`config.mk`:
```
export PLATFORM = sky130hd
export DESIGN_NAME = riscv_trace_capture_flat
export DESIGN_NICKNAME = d
export VERILOG_FILES = /design/src/rtl/riscv_trace_capture_pkg.sv /design/src/rtl/riscv_trace_capture_if.sv /design/src/rtl/riscv_trace_capture_ram.sv /design/src/rtl/riscv_trace_capture.sv /design/src/flat_wrapper.sv
export SDC_FILE = /design/constraint.sdc
export NUM_CORES = 2
export LEC_CHECK = 0
export BUFFER_PORTS_ARGS = -buffer_cell sky130_fd_sc_hd__buf_2
export CORE_MARGIN = 3
export CORE_UTILIZATION = 30
export DETAILED_ROUTE_END_ITERATION = 8
export PLACE_DENSITY = 0.46
export SYNTH_ARGS = -nofsm -noshare
export SYNTH_HDL_FRONTEND = slang
export SYNTH_SLANG_ARGS = --single-unit
```
`constraint.sdc`:
```
create_clock -name clk -period 8.6 [get_ports clk]
set_clock_uncertainty 0.15 [all_clocks]
set_input_delay 1.72 -clock clk [delete_from_list [all_inputs] [get_ports clk]]
set_output_delay 1.72 -clock clk [all_outputs]
set_load 0.005 [all_outputs]
```
`src/rtl/riscv_trace_capture_pkg.sv`:
```
`default_nettype none
// ============================================================================
// riscv_trace_capture_pkg
//   Shared types for the trace capture buffer: FSM states, filter codes,
//   entry layout.
//   Revision: 1.0
// ============================================================================
package riscv_trace_capture_pkg;

    typedef enum logic [1:0] {
        ST_IDLE = 2'd0,
        ST_PRE  = 2'd1,
        ST_POST = 2'd2,
        ST_DONE = 2'd3
    } state_e;

    localparam logic [1:0] FILT_ALL  = 2'd0;
    localparam logic [1:0] FILT_CTRL = 2'd1;
    localparam logic [1:0] FILT_TRAP = 2'd2;
    localparam logic [1:0] FILT_ALL3 = 2'd3;

    localparam int ENTRY_BITS    = 40;
    localparam int ENT_PC_LSB    = 0;
    localparam int ENT_MODE_LSB  = 32;
    localparam int ENT_TAKEN_BIT = 35;
    localparam int ENT_TRAP_BIT  = 36;
    localparam int ENT_RET_BIT   = 37;
    localparam int ENT_JALR_BIT  = 38;
    localparam int ENT_BKPT_BIT  = 39;

    // Declared MSB first so the packed layout matches the bit offsets above.
    typedef struct packed {
        logic        bkpt;
        logic        jalr;
        logic        ret;
        logic        trap;
        logic        taken;
        logic [2:0]  mode;
        logic [31:0] pc;
    } entry_t;

    function automatic logic filter_pass(input logic [1:0] filt,
                                         input logic taken, input logic jalr,
                                         input logic ret, input logic trap,
                                         input logic bkpt);
        case (filt)
            FILT_CTRL: return taken | jalr | ret | trap;
            FILT_TRAP: return trap | bkpt;
            default:   return 1'b1;
        endcase
    endfunction

endpackage
`default_nettype wire

```
`src/rtl/riscv_trace_capture_if.sv`:
```
`default_nettype none
// ============================================================================
// riscv_trace_capture_if
//   Valid/ready readout port of the trace capture buffer.
//   Revision: 1.0
// ============================================================================
interface riscv_trace_capture_if;
    import riscv_trace_capture_pkg::*;

    logic                  rd_valid;
    logic                  rd_ready;
    logic [ENTRY_BITS-1:0] rd_data;
    logic                  rd_last;

    modport master (output rd_valid, output rd_data, output rd_last, input rd_ready);
    modport slave  (input rd_valid, input rd_data, input rd_last, output rd_ready);
endinterface
`default_nettype wire

```
`src/rtl/riscv_trace_capture_ram.sv`:
```
`default_nettype none
// ============================================================================
// trace_capture_ram
//   Register array, one synchronous write port, one asynchronous read port.
//   Revision: 1.0
// ============================================================================
module trace_capture_ram #(
    parameter int ADDR_W = 6,
    parameter int DATA_W = 40
) (
    input  wire logic              clk,
    input  wire logic              we,
    input  wire logic [ADDR_W-1:0] waddr,
    input  wire logic [DATA_W-1:0] wdata,
    input  wire logic [ADDR_W-1:0] raddr,
    output logic      [DATA_W-1:0] rdata
);
    logic [DATA_W-1:0] mem [1 << ADDR_W];

    always_ff @(posedge clk) begin
        if (we) begin
            mem[waddr] <= wdata;
        end
    end

    assign rdata = mem[raddr];
endmodule
`default_nettype wire

```
`src/rtl/riscv_trace_capture.sv`:
```
`default_nettype none
// ============================================================================
// riscv_trace_capture
//   Filtered retirement recorder with pre/post trigger freeze and readout.
//   Revision: 1.0
// ============================================================================
module riscv_trace_capture
    import riscv_trace_capture_pkg::*;
#(
    parameter int DEPTH_LOG2 = 6,
    parameter int ENTRY_W    = 40
) (
    input  wire logic                  clk,
    input  wire logic                  reset_n,
    input  wire logic                  trace__instr_valid,
    input  wire logic [31:0]           trace__instr_pc,
    input  wire logic [2:0]            trace__mode,
    input  wire logic                  trace__branch_taken,
    input  wire logic                  trace__jalr,
    input  wire logic                  trace__ret,
    input  wire logic                  trace__trap,
    input  wire logic                  trace__bkpt_valid,
    input  wire logic [1:0]            cfg_filter,
    input  wire logic [DEPTH_LOG2:0]   cfg_post_count,
    input  wire logic [31:0]           cfg_trigger_pc,
    input  wire logic                  cfg_trigger_pc_en,
    input  wire logic                  arm,
    input  wire logic                  ext_trigger,
    riscv_trace_capture_if.master      rd,
    output logic [1:0]                 status_state,
    output logic [DEPTH_LOG2:0]        status_count,
    output logic                       status_wrapped
);
    localparam int DEPTH = 1 << DEPTH_LOG2;

    typedef logic [DEPTH_LOG2-1:0] ptr_t;
    typedef logic [DEPTH_LOG2:0]   cnt_t;

    localparam cnt_t DEPTH_C  = cnt_t'(DEPTH);
    localparam cnt_t POST_MAX = cnt_t'(DEPTH - 1);

    state_e state_q, state_d;
    ptr_t   wr_ptr_q, wr_ptr_d;
    ptr_t   rd_ptr_q, rd_ptr_d;
    ptr_t   post_q, post_d;
    cnt_t   count_q, count_d;
    logic   wrapped_q, wrapped_d;

    entry_t               new_entry;
    logic [ENTRY_W-1:0]   ram_rdata;
    cnt_t                 post_load;
    logic                 trig;
    logic                 filt_ok;
    logic                 capture;
    logic                 rd_valid;
    logic                 rd_last;
    logic                 xfer;

    always_comb begin
        new_entry.pc    = trace__instr_pc;
        new_entry.mode  = trace__mode;
        new_entry.taken = trace__branch_taken;
        new_entry.trap  = trace__trap;
        new_entry.ret   = trace__ret;
        new_entry.jalr  = trace__jalr;
        new_entry.bkpt  = trace__bkpt_valid;
    end

    assign trig = ext_trigger
                | (trace__instr_valid & trace__bkpt_valid)
                | (trace__instr_valid & cfg_trigger_pc_en & (trace__instr_pc == cfg_trigger_pc));
    assign filt_ok   = filter_pass(cfg_filter, trace__branch_taken, trace__jalr,
                                   trace__ret, trace__trap, trace__bkpt_valid);
    assign post_load = (cfg_post_count > POST_MAX) ? POST_MAX : cfg_post_count;
    assign rd_valid  = (state_q == ST_DONE) && (count_q != '0);
    assign rd_last   = rd_valid && (count_q == cnt_t'(1));
    assign xfer      = rd_valid && rd.rd_ready;

    always_comb begin
        state_d   = state_q;
        wr_ptr_d  = wr_ptr_q;
        rd_ptr_d  = rd_ptr_q;
        post_d    = post_q;
        count_d   = count_q;
        wrapped_d = wrapped_q;
        capture   = 1'b0;

        if (arm) begin
            state_d   = ST_PRE;
            wr_ptr_d  = '0;
            count_d   = '0;
            wrapped_d = 1'b0;
            post_d    = '0;
        end else begin
            case (state_q)
                ST_PRE: begin
                    // The trigger retirement is kept even if the filter rejects it.
                    capture = trace__instr_valid & (filt_ok | trig);
                    if (trig) begin
                        post_d  = post_load[DEPTH_LOG2-1:0];
                        state_d = (post_load == '0) ? ST_DONE : ST_POST;
                    end
                end
                ST_POST: begin
                    capture = trace__instr_valid & filt_ok;
                    if (capture) begin
                        post_d = post_q - ptr_t'(1);
                        if (post_q == ptr_t'(1)) begin
                            state_d = ST_DONE;
                        end
                    end
                end
                ST_DONE: begin
                    if (count_q == '0) begin
                        state_d = ST_IDLE;
                    end else if (xfer) begin
                        rd_ptr_d = rd_ptr_q + ptr_t'(1);
                        count_d  = count_q - cnt_t'(1);
                        if (rd_last) begin
                            state_d = ST_IDLE;
                        end
                    end
                end
                default: ;
            endcase

            if (capture) begin
                wr_ptr_d = wr_ptr_q + ptr_t'(1);
                if (count_q == DEPTH_C) begin
                    wrapped_d = 1'b1;
                end else begin
                    count_d = count_q + cnt_t'(1);
                end
            end

            // A full buffer truncates to zero, which correctly points at wr_ptr.
            if ((state_q != ST_DONE) && (state_d == ST_DONE)) begin
                rd_ptr_d = wr_ptr_d - ptr_t'(count_d);
            end
        end
    end

    always_ff @(posedge clk or negedge reset_n) begin
        if (!reset_n) begin
            state_q   <= ST_IDLE;
            wr_ptr_q  <= '0;
            rd_ptr_q  <= '0;
            post_q    <= '0;
            count_q   <= '0;
            wrapped_q <= 1'b0;
        end else begin
            state_q   <= state_d;
            wr_ptr_q  <= wr_ptr_d;
            rd_ptr_q  <= rd_ptr_d;
            post_q    <= post_d;
            count_q   <= count_d;
            wrapped_q <= wrapped_d;
        end
    end

    trace_capture_ram #(
        .ADDR_W (DEPTH_LOG2),
        .DATA_W (ENTRY_W)
    ) u_ram (
        .clk   (clk),
        .we    (capture),
        .waddr (wr_ptr_q),
        .wdata (new_entry),
        .raddr (rd_ptr_q),
        .rdata (ram_rdata)
    );

    assign rd.rd_valid     = rd_valid;
    assign rd.rd_last      = rd_last;
    assign rd.rd_data      = ram_rdata;
    assign status_state   = state_q;
    assign status_count   = count_q;
    assign status_wrapped = wrapped_q;
endmodule
`default_nettype wire

```
`src/flat_wrapper.sv`:
```
// flat-port wrapper written by rule: the top's interface ports become plain ports
module riscv_trace_capture_flat import riscv_trace_capture_pkg::*;
#(
    parameter int DEPTH_LOG2 = 6,
    parameter int ENTRY_W    = 40
)
  (clk, reset_n, trace__instr_valid, trace__instr_pc, trace__mode, trace__branch_taken, trace__jalr, trace__ret, trace__trap, trace__bkpt_valid, cfg_filter, cfg_post_count, cfg_trigger_pc, cfg_trigger_pc_en, arm, ext_trigger, status_state, status_count, status_wrapped, rd_rd_valid, rd_rd_data, rd_rd_last, rd_rd_ready);
  riscv_trace_capture_if rd_i ();
  input  wire logic clk;
  input  wire logic reset_n;
  input  wire logic trace__instr_valid;
  input  wire logic [31:0] trace__instr_pc;
  input  wire logic [2:0] trace__mode;
  input  wire logic trace__branch_taken;
  input  wire logic trace__jalr;
  input  wire logic trace__ret;
  input  wire logic trace__trap;
  input  wire logic trace__bkpt_valid;
  input  wire logic [1:0] cfg_filter;
  input  wire logic [DEPTH_LOG2:0] cfg_post_count;
  input  wire logic [31:0] cfg_trigger_pc;
  input  wire logic cfg_trigger_pc_en;
  input  wire logic arm;
  input  wire logic ext_trigger;
  output logic [1:0] status_state;
  output logic [DEPTH_LOG2:0] status_count;
  output logic status_wrapped;
  output wire logic [$bits(rd_i.rd_valid)-1:0] rd_rd_valid;
  output wire logic [$bits(rd_i.rd_data)-1:0] rd_rd_data;
  output wire logic [$bits(rd_i.rd_last)-1:0] rd_rd_last;
  input wire logic [$bits(rd_i.rd_ready)-1:0] rd_rd_ready;
  assign rd_rd_valid = rd_i.rd_valid;
  assign rd_rd_data = rd_i.rd_data;
  assign rd_rd_last = rd_i.rd_last;
  assign rd_i.rd_ready = rd_rd_ready;
  riscv_trace_capture #(.DEPTH_LOG2(DEPTH_LOG2), .ENTRY_W(ENTRY_W)) u_core (.clk(clk), .reset_n(reset_n), .trace__instr_valid(trace__instr_valid), .trace__instr_pc(trace__instr_pc), .trace__mode(trace__mode), .trace__branch_taken(trace__branch_taken), .trace__jalr(trace__jalr), .trace__ret(trace__ret), .trace__trap(trace__trap), .trace__bkpt_valid(trace__bkpt_valid), .cfg_filter(cfg_filter), .cfg_post_count(cfg_post_count), .cfg_trigger_pc(cfg_trigger_pc), .cfg_trigger_pc_en(cfg_trigger_pc_en), .arm(arm), .ext_trigger(ext_trigger), .rd(rd_i), .status_state(status_state), .status_count(status_count), .status_wrapped(status_wrapped));
endmodule
```
==> impl_metrics.env <==
export IMPL_status="finished, final reports clean"
export IMPL_fp_dieH_um=582
export IMPL_ys_seq_area_frac=0.779
export IMPL_ant_nets=0
export IMPL_coreArea_mm2=0.329
export IMPL_cp_arrival_ps=4890
export IMPL_die_area_mm2=0.339
export IMPL_ys_top_cells_by_area="edfxtp_1 77%, mux4_2 19%, dfrtp_1 0.70%, clkbuf_1 0.46%, nor2_1 0.37%"
export IMPL_syn_num_nets=4097
export IMPL_root_buffer="clkbuf_16"
export IMPL_startpoint_type="flop"
export IMPL_yosysTopAreaCell="edfxtp_1"
export IMPL_rsz0062_at_grt="false"
export IMPL_power_per_cell_area_mw_per_mm2=314
export IMPL_initial_utilization=0.303
export IMPL_port_buffers=139
export IMPL_syn_instance_count=3991
export IMPL_crit_top_cell="mux4_2"
export IMPL_cts_inserted_buffers=289
export IMPL_clkTransAtPathRegs_ps=60
export IMPL_first_pass_iters=5
export IMPL_clk_insertion_delay_late_ps=860
export IMPL_ctsLongestPathBuffers=4
export IMPL_vias=46000
export IMPL_hpwl_mm=183
export IMPL_hold_buffers=0
export IMPL_nets=4512
export IMPL_area_growth_pct=16.8
export IMPL_grt_pass1_vias=46700
export IMPL_layout_min_cycle_time_ps=6760
export IMPL_cp_slowest_cell="dfrtp_4"
export IMPL_ys_ff_latch=2588
export IMPL_post_cts_buffers=0
export IMPL_grt_total_usage=0.174
export IMPL_crit_chain="buf_4, mux4_2, mux4_2, mux4_2, buf_2"
export IMPL_fin_area_mm2=0.116
export IMPL_r2r_setup_slack_ps=4090
export IMPL_h_tree_depth=5
export IMPL_yosysUniqueCellTypes=58
export IMPL_fin_cells=8980
export IMPL_multi_input_area_mm2=0.0216
export IMPL_grt_max_degree=129
export IMPL_viasPerCell=5.12
export IMPL_post_cts_resized=0
export IMPL_layout_drive_gt1_share=0.354
export IMPL_drc=0
export IMPL_regArea_mm2=0.0776
export IMPL_postSynthAreaPerCell_um2=24.9
export IMPL_fillCellCount=29900
export IMPL_drt_iter0_markers=5471
export IMPL_avgRoutedWirePerCell_um=33.2
export IMPL_synthesis_area_mm2=0.0995
export IMPL_fin_setup_tns_ps=0
export IMPL_totalWireLength_mm=298
export IMPL_critPathCaptureType="primary output"
export IMPL_hp_class="reg -> reg"
export IMPL_dp_cells=8461
export IMPL_worstSetupPathType="reg -> out"
export IMPL_rows=210
export IMPL_io_pins=140
export IMPL_dieWidth_um=582
export IMPL_cp_max_fo=34
export IMPL_hold_violations=0
export IMPL_grt_pass1_wl_mm=408
export IMPL_ir_drop_v=0.000214
export IMPL_cts_tree="done"
export IMPL_slew_headroom=0.223
export IMPL_tightest_slew_ps=1170
export IMPL_whs_ps=402
export IMPL_overflow=0
export IMPL_fmax_mhz=148
export IMPL_synth_most_common_cell="edfxtp_1"
export IMPL_max_stage_delay_ps=1120
export IMPL_antenna_found_initial=47
export IMPL_synth_ff_type="edfxtp_1"
export IMPL_ys_warnings_count=0
export IMPL_ys_async_sr_fraction=0.0108
export IMPL_synth_edf_count=2560
export IMPL_setup_viol=0
export IMPL_p_total_mw=36.5
export IMPL_dpl_cell_area_mm2=0.107
export IMPL_final_max_slew_viol_count=0
export IMPL_cp_required_ps=6730
export IMPL_gp_congestion=0.778
export IMPL_synth_common_cells="2560 x edfxtp_1, 840 x mux4_2, 123 x clkbuf_1"
export IMPL_yosysTopAreaCellShare=0.772
export IMPL_min_period_over_period=0.786
export IMPL_drv_cap=0
export IMPL_cts_sinks=2588
export IMPL_power_static_leakage_nw=35.6
[through the flow]
stage / util / worst slack (ps)
2_1_floorplan: - / 2790
3_3_place_gp: 0.327 / 1940
3_5_place_dp: 0.327 / 1970
4_1_cts: 0.354 / 1740
5_1_grt: 0.354 / 1670
6_report: 0.354 / 1840
[worst max-delay path, delay by kind of cell (launching register included)]
kind                   cells  cell delay, ps
buffers and inverters      2             750
flip-flops                 1            1120
multiplexers               3            2040
[registers in the layout, indices dropped and copies added (netlist names)]
signal,flops
u_core.rd_ptr_q,6
u_core.u_ram.mem,2560
u_core.wr_ptr_q,6
u_core.status_count,7
u_core.post_q,6
u_core.status_state,2
u_core.status_wrapped,1
[kinds of logic (layout without fill, tap and decap cells)]
group,count (synthesis),in the layout,synth area share
AND/OR/NAND/NOR,204,204,0.00967
XOR/XNOR,51,51,0.00456
adder cells (fa/ha/maj),19,19,0.00245
multiplexers,849,849,0.191
other,0,20,0
flip-flops,2588,2588,0.779
buffers and inverters,223,846,0.00895
AO/OA/AOI/OAI,57,57,0.00400
[cell type report]
type,count,share of cell area
sequential,2588,0.667
multi-input combinational,1180,0.185
clock buffer,358,0.0652
tap,4346,0.0468
timing repair buffer,329,0.0235
clock inverter,141,0.0108
inverter,18,0.000581
antenna,20,0.000430
[path summary, 6_finish.rpt]
check / from / end / cells past startpoint
max: u_core.rd_ptr_q[0] / rd_rd_data[10] / 5
min: u_core.post_q[5] / u_core.post_q[5] / 2
max reg2reg: u_core.status_state[0] / u_core.rd_ptr_q[5] / 18
min reg2reg: u_core.post_q[5] / u_core.post_q[5] / 2
max in group asynchronous: reset_n / u_core.rd_ptr_q[3] / 1
min in group asynchronous: reset_n / u_core.status_count[1] / 1
[cells in the final DEF, fill, tap and decap left out, types with 40 or more instances in the layout]
master and count:
buf_12 47, buf_2 130, buf_4 152, clkbuf_1 64, clkbuf_16 293, clkinv_1 55
clkinv_2 41, edfxtp_1 2560, mux4_2 840, nor2_4 64, xor2_1 40
[routing by layer]
layer	up-vias	global-route usage	part of all wire
met1	25900	0.259	0.46
li1	18300	-	-
met5	-	0	0.000044
met3	278	0.0355	0.071
met2	1532	0.267	0.46
met4	2	0.0280	0.013
[power breakdown]
| part | total [mW] | internal (mW) | switching [mW] | leakage, nW |
|---|---|---|---|---|
| registers | 14.2 | 13.9 | 0.305 | 23.4 |
| logic | 10.6 | 4.66 | 5.89 | 7.90 |
| clock network | 11.7 | 6.74 | 4.97 | 4.29 |
(Power assumes the default switching activity.)
